File: src/rtl/pipeline_hazard_ctrl.sv
// ----------------------------------------------------------------------------
// pipeline_hazard_ctrl
//   Hazard/sequencing controller for a 5-stage MIPS pipeline. Produces the
//   enables and flushes for the PC, IF/ID, ID/EX and EX/MEM(+MEM/WB) registers.
//   It handles load-use stalls, taken-branch/jump flushes and multi-cycle
//   data-memory waits. An ID/EX flush is a bubble: the decoder side zeroes
//   every ID/EX control field when idex_flush is high.
//
// Parameters
//   MEM_TIMEOUT  MEM_WAIT cycles before mem_timeout is raised (>= 2)
//   CNT_W        width of the saturating stall_count performance counter
//
// Ports
//   clk, rst_n         clock (rising edge), asynchronous active-low reset
//   id_rs, id_rt       source register fields of the instruction in ID
//   id_uses_rt         the ID instruction reads rt
//   id_jump            the ID instruction is j/jal
//   ex_memread, ex_rt  a load is in EX, and its destination register
//   ex_branch_taken    a beq/bne in EX resolved as taken
//   dmem_req           MEM stage holds a valid load/store
//   dmem_ready         data memory finishes the access this cycle
//   pc_write, ifid_write, idex_write, exmem_write   register enables
//   ifid_flush, idex_flush                          register clears
//   mem_timeout        sticky flag: a memory wait reached MEM_TIMEOUT cycles
//   stall_count        cycles with pc_write=0 since reset, saturating
// ----------------------------------------------------------------------------
module pipeline_hazard_ctrl #(
  parameter int MEM_TIMEOUT = 64,
  parameter int CNT_W       = 16
) (
  input  logic             clk,
  input  logic             rst_n,
  input  logic [4:0]       id_rs,
  input  logic [4:0]       id_rt,
  input  logic             id_uses_rt,
  input  logic             id_jump,
  input  logic             ex_memread,
  input  logic [4:0]       ex_rt,
  input  logic             ex_branch_taken,
  input  logic             dmem_req,
  input  logic             dmem_ready,
  output logic             pc_write,
  output logic             ifid_write,
  output logic             ifid_flush,
  output logic             idex_write,
  output logic             idex_flush,
  output logic             exmem_write,
  output logic             mem_timeout,
  output logic [CNT_W-1:0] stall_count
);

  localparam int              WC_W   = $clog2(MEM_TIMEOUT);
  localparam logic [WC_W-1:0] WC_MAX = WC_W'(MEM_TIMEOUT - 1);

  typedef enum logic {
    ST_RUN,
    ST_MEM_WAIT
  } state_e;

  state_e           state_q, state_d;
  logic [WC_W-1:0]  wait_cnt_q, wait_cnt_d;
  logic             timeout_q, timeout_d;
  logic [CNT_W-1:0] stall_q, stall_d;
  logic             load_use;

  // $0 is never a real dependency, so a load targeting it never stalls.
  assign load_use = ex_memread && (ex_rt != 5'd0) &&
                    ((ex_rt == id_rs) || (id_uses_rt && (ex_rt == id_rt)));

  always_comb begin
    // NOTE: every signal driven here gets a default first, so no path can
    // leave one unassigned and infer a latch.
    state_d     = state_q;
    wait_cnt_d  = wait_cnt_q;
    timeout_d   = timeout_q;
    pc_write    = 1'b1;
    ifid_write  = 1'b1;
    idex_write  = 1'b1;
    exmem_write = 1'b1;
    ifid_flush  = 1'b0;
    idex_flush  = 1'b0;

    unique case (state_q)
      ST_RUN: begin
        if (dmem_req && !dmem_ready) begin
          // Freeze the whole pipe; ID/EX contents are preserved, so the
          // lower-priority rules re-evaluate once the access completes.
          pc_write    = 1'b0;
          ifid_write  = 1'b0;
          idex_write  = 1'b0;
          exmem_write = 1'b0;
          state_d     = ST_MEM_WAIT;
          wait_cnt_d  = '0;
        end else if (ex_branch_taken) begin
          // Redirect; whatever sits in IF and ID is on the wrong path, which
          // also squashes any load-use or jump decoded in ID.
          ifid_flush = 1'b1;
          idex_flush = 1'b1;
        end else if (load_use) begin
          // Hold IF/ID and PC, send a bubble down. The bubble clears
          // ex_memread next cycle, so each load causes exactly one stall.
          pc_write   = 1'b0;
          ifid_write = 1'b0;
          idex_flush = 1'b1;
        end else if (id_jump) begin
          ifid_flush = 1'b1;
        end
      end

      ST_MEM_WAIT: begin
        pc_write    = 1'b0;
        ifid_write  = 1'b0;
        idex_write  = 1'b0;
        exmem_write = 1'b0;
        if (wait_cnt_q == WC_MAX) begin
          timeout_d = 1'b1;
        end else begin
          wait_cnt_d = wait_cnt_q + 1'b1;
        end
        if (dmem_ready) begin
          state_d    = ST_RUN;
          wait_cnt_d = '0;
        end
      end

      default: state_d = ST_RUN;
    endcase

    // While reset is asserted the pipe is held and cleared regardless of state.
    if (!rst_n) begin
      pc_write    = 1'b0;
      ifid_write  = 1'b0;
      idex_write  = 1'b0;
      exmem_write = 1'b0;
      ifid_flush  = 1'b1;
      idex_flush  = 1'b1;
    end

    stall_d = (!pc_write && (stall_q != '1)) ? stall_q + 1'b1 : stall_q;
  end

  // NOTE: state registers use non-blocking assignments so every flop samples
  // the pre-edge values, independent of statement order.
  always_ff @(posedge clk or negedge rst_n) begin
    if (!rst_n) begin
      state_q    <= ST_RUN;
      wait_cnt_q <= '0;
      timeout_q  <= 1'b0;
      stall_q    <= '0;
    end else begin
      state_q    <= state_d;
      wait_cnt_q <= wait_cnt_d;
      timeout_q  <= timeout_d;
      stall_q    <= stall_d;
    end
  end

  assign mem_timeout = timeout_q;
  assign stall_count = stall_q;

endmodule

File: config.mk
export PLATFORM = sky130hd
export DESIGN_NAME = pipeline_hazard_ctrl
export DESIGN_NICKNAME = d
export VERILOG_FILES = /design/src/rtl/pipeline_hazard_ctrl.sv
export SDC_FILE = /design/constraint.sdc
export NUM_CORES = 1
export LEC_CHECK = 0
export CAP_MARGIN = 20
export CORE_MARGIN = 2
export CORE_UTILIZATION = 45
export CTS_CLUSTER_SIZE = 12
export DETAILED_ROUTE_END_ITERATION = 12
export PLACE_DENSITY = 0.8
export SYNTH_ARGS = -nofsm -noshare
export SYNTH_HDL_FRONTEND = slang
export SYNTH_SLANG_ARGS = --single-unit
File: constraint.sdc
create_clock -name clk -period 2.2 [get_ports clk]
set_input_delay 0.44 -clock clk [delete_from_list [all_inputs] [get_ports clk]]
set_output_delay 0.44 -clock clk [all_outputs]
set_load 0.1 [all_outputs]
Word-level counts from Yosys, hierarchy flattened
Cells that the tools add are included.
Word-level totals
  register bits: 24
  input bits: 23
  output and inout bits: 23
  logic and storage cells: 50
Operators by class
  add/sub/neg operators: 2
  eq/ne operators: 6
  mux-type cells: 26
  bitwise gates (word level): 1
  reductions and logical operators: 11
Operators by type and width (number)
  $mux W1: 19
  $mux W6: 3
  $add A16 B1 Y16 const B: 1
  $ne A16 B16 Y1 const B: 1
  $pmux W6 S2: 1
  $eq A5 B5 Y1: 2
  $add A6 B1 Y6 const B: 1
  $eq A6 B6 Y1 const B: 1
  $pmux W1 S2: 3
  $logic_and A1 B1 Y1: 5
  $reduce_bool A5 Y1: 1
  $reduce_and A2 Y1: 2
  $ne A3 B3 Y1 const B: 1
  $logic_not A1 Y1: 2
  $ne A2 B2 Y1 const B: 1
  $logic_or A1 B1 Y1: 1
  $not A1 Y1: 1

Depth between registers and ports, before layout
  depth after elaboration: 11
  depth in mapped cells: 8
  mapped depth without buffers: 7

Least setup slack after synthesis
OpenSTA, ideal clock, no wires.
  kind: in2out
  start point: in ex_rt[1]
  end point: out ifid_flush
  data arrival time: 3.411 ns
  required time: 1.760 ns
  setup slack: -1.651 ns
  stages on the path: 5
  path through: or4_1 o21ai_1 nand2b_1 a21oi_1 o21ai_0
Between the ends
  word-level cells in the longest chain between the ends: 9
Ends and longest elaborated chain
  start: declaration: RTL line 38  | input logic [4:0] ex_rt,
  $eq A5 B5 Y1: RTL line 68  | ((ex_rt == id_rs) || (id_uses_rt && (ex_rt == id_rt)));
  $logic_and A1 B1 Y1: RTL line 68
  $logic_or A1 B1 Y1: RTL line 68
  $logic_and A1 B1 Y1 *: RTL line 67  | assign load_use = ex_memread && (ex_rt != 5'd0) &&
  $mux W1 *: RTL line 99  | end else if (load_use) begin
  $mux W1 *: RTL line 94  | end else if (ex_branch_taken) begin
  $mux W1 *: RTL line 85  | if (dmem_req && !dmem_ready) begin
  $mux W1 *: RTL line 83  | unique case (state_q)
  $mux W1 *: RTL line 130  | if (!rst_n) begin
  end: declaration: RTL line 44  | output logic ifid_flush,
Every way passes the cells marked *; elsewhere a longest branch is shown, timed or not.

Worst setup path in the final report
  start point: in ex_rt[3]
  end point: out ifid_flush
The elaborated chain is that of the path after synthesis.

==> flow_metrics.tcl <==
set metrics [dict create \
    startpoint_type "input pin" \
    r2r_slack_ns 0.29 \
    syn_avg_cell_area_um2 9.63 \
    hold_violations 0 \
    vias 1219 \
    drc 0 \
    cp.required_ns 1.76 \
    routed_wirelength_um 3470 \
    io_buffers 45 \
    initial_core_util_pct 48.1 \
    coreArea_mm2 0.00278 \
    drive_gt1_share_pct 38.7 \
    drtAntennaViolNets 0 \
    period_share_pct 103 \
    reg2reg_from "stall_count[0]" \
    outcome "complete, but fails checks" \
    synthMuxAreaShare_pct 1.59 \
    ys_warn_count 0 \
    worst_slack_ns -0.0686 \
    io-pin-count 46 \
    hold_end "stall_count[6]" \
    final_nets 225 \
    fin_crit_ns 2.27 \
    antenna_found_initial 0 \
    grt-ovfl-total 0 \
    first_iter_violations 48 \
    clkSinkCount 24 \
    violations "negative setup slack" \
    grt_pass1_vias 1268 \
    antennaDiodeCount 0 \
    grt_max_degree 18 \
    synthAdderAreaFrac_pct 1.87 \
    final_util_pct 74.8 \
    clock_latency_ns 0.32 \
    synthCells 139 \
    hpwlAfterDp_um 2690 \
    synth.distinct_cells 33 \
    syn_nets 164 \
    cap_violations 0 \
    wire_per_inst_um 15.1 \
    hold_class "flip-flop to flip-flop" \
    reg2reg_depth 8 \
    clock_path_buffers 2 \
    synth_top_family_by_area "simple AND/OR/NAND/NOR gates" \
    rsz0062_at_grt "yes" \
    max_slew_margin_pct 70.3 \
    r2r_end "stall_count[2]" \
    yosysSeqAreaShare_pct 44.9 \
    die_h_um 58.5 \
    hold_start "stall_count[6]" \
    htreeDepth 1 \
    cp_max_fo 3 \
    grt_use_total_pct 22.0 \
    grt_pass1_wl_um 5690 \
    cts_tree "built" \
    mappedNetlistArea_mm2 0.00134 \
    whs_path_depth 1 \
    cts_made_buffers 3 \
    fin_hold_ws_ns 0.499 \
    die-area_mm2 0.00343 \
    leakage_nw 0.912 \
    clk_pin_slew_ns 0.14 \
    setup_violations 4 \
    end_kind "primary output" \
    placementRows 19 \
    slew_viol_final 0 \
    powerDensity_mw_per_mm2 923 \
    gp_congestion 0.777 \
    synthToLayoutAreaGrowth_pct 55.4 \
    finalClockSkew_ns 0.00623 \
    fmax_mhz 441 \
    synthSimpleGateAreaFrac_pct 21.1 \
    die_w_um 58.5 \
    ir_worst_vdd_mv 1.42 \
    crit_arrival_ns 1.83 \
    tightest_slew_ns 0.443 \
    vias_per_cell 5.30 \
    synthXorXnorAreaFrac_pct 19.6 \
    cts_root_buffer "clkbuf_4" \
    firstDrtPassIters 4 \
    worst-setup-path-type "input pin to primary output" \
    synth.ff_latch_count 24 \
    synth_compound_area_share_pct 7.57 \
]
==> state kept, by name, indices dropped and copies added (netlist names) <==
register and flops:
wait_cnt_q 6, state_q 1, stall_count 16, mem_timeout 1
==> Yosys cell counts <==
cell	n	area [um^2]
nor3_1	1	5.00
a21oi_1	3	15.0
a21o_4	1	15.0
a311oi_1	1	8.76
ha_1	2	25.0
buf_6	1	11.3
and3_1	3	18.8
or4_1	1	7.51
mux2i_1	1	10.0
inv_1	4	15.0
mux2_1	1	11.3
a22oi_1	1	7.51
dfrtp_1	24	601
o21a_1	1	7.51
o22ai_1	1	6.26
xor2_1	5	43.8
o21ai_1	1	5.00
nor3_2	1	10.0
xnor2_1	25	219
nand3_1	10	50.1
a31oi_1	1	6.26
nand4_1	7	43.8
a21o_1	1	7.51
nand3_2	1	10.0
nand2_1	17	63.8
nand2b_1	2	12.5
nor2b_1	1	6.26
nor2_1	13	48.8
clkbuf_1	1	3.75
and2_1	1	6.26
o21ai_0	3	15.0
a211oi_1	1	7.51
buf_4	2	15.0
==> placed cells by master, fill, tap and decap left out, drive strengths merged <==
cell and instances:
and3 3, a311oi 1, nor3 2, inv 4, clkdlybuf4s50 7, o21ai 4
nand2 17, nand4 7, a22oi 1, nand2b 2, clkbuf 4, a211oi 1
nand3 11, ha 2, a21o 2, mux2i 1, a21oi 3, bufinv 1
clkdlybuf4s15 5, or4 1, nor2 13, xnor2 25, a31oi 1, nor2b 1
dlygate4sd2 5, o21a 1, dfrtp 24, and2 1, mux2 1, buf 42
o22ai 1, xor2 5
==> per-stage QoR <==
| step | setup TNS [ns] | instances | cell area, um^2 | power, mW | setup slack, ns |
|---|---|---|---|---|---|
| after floorplan | -0.220 | 139 | 1400 | 1.33 | -0.153 |
| after global placement | -3.45 | 225 | 1970 | 1.57 | -0.409 |
| after detailed placement | -5.67 | 225 | 1970 | 1.60 | -0.539 |
| after CTS | -0.128 | 230 | 2050 | 1.92 | -0.0915 |
| after global routing | -0.247 | 230 | 2080 | 2.00 | -0.106 |
| final | -0.111 | 230 | 2080 | 1.92 | -0.0686 |
==> layout make-up <==
class / count / area (um^2)
clock buffers: 3 / 22.5
clock inverters: 1 / 30.0
fillers: 190 / 701
inverters: 4 / 15.0
multi-input cells: 107 / 785
flip-flops and latches: 24 / 618
well taps: 31 / 38.8
repair buffers: 60 / 572
==> worst max path at each step <==
stage | end | cells after the start | start
3_5_place_dp | ifid_flush | 7 | ex_rt[1]
4_1_cts | ifid_flush | 7 | ex_rt[3]
5_1_grt | ifid_flush | 7 | ex_rt[3]
3_3_place_gp | ifid_flush | 7 | ex_rt[1]
2_1_floorplan | ifid_flush | 5 | ex_rt[1]
6_report | ifid_flush | 7 | ex_rt[3]
==> layer usage <==
layer  wire [um]  vias to the layer above  part of all wire [%]  track usage, %
li1            -                      590                     -               -
met1        1330                      589                    38            24.5
met2        1960                       36                    56            40.8
met3         150                        4                   4.3            5.27
met4          28                        0                  0.81            6.98
met5           0                        -                     0               0
==> report_power, final <==
group / total (mW) / internal, mW / switching, mW
clock network: 0.320 / 0.184 / 0.136
logic: 0.978 / 0.272 / 0.706
registers: 0.622 / 0.526 / 0.0956
total: 1.92 / 0.983 / 0.937
==> worst max-delay path, stage by stage <==
cell,delay (ns)
buf_6,0.09
or4_4,0.54
o21ai_4,0.16
nand2b_4,0.18
a21oi_4,0.07
o21ai_4,0.15
buf_12,0.19
==> cells by family (layout without fill, tap and decap cells) <==
kind of cell / after synthesis / after routing
multiplexers: 2 / 2
XOR/XNOR: 30 / 30
buffers and inverters: 8 / 68
AND/OR/NAND/NOR: 58 / 58
AO/OA/AOI/OAI: 15 / 15
flip-flops: 24 / 24
adder cells (fa/ha/maj): 2 / 2
==> what timing repair did <==
action	in CTS	in global routing
hold buffers	0	0
setup endpoints to repair	4	4
buffers inserted	1	0
pin swaps	18	6
resized for setup	36	12
No activity file was read; power rests on OpenSTA's default activity.
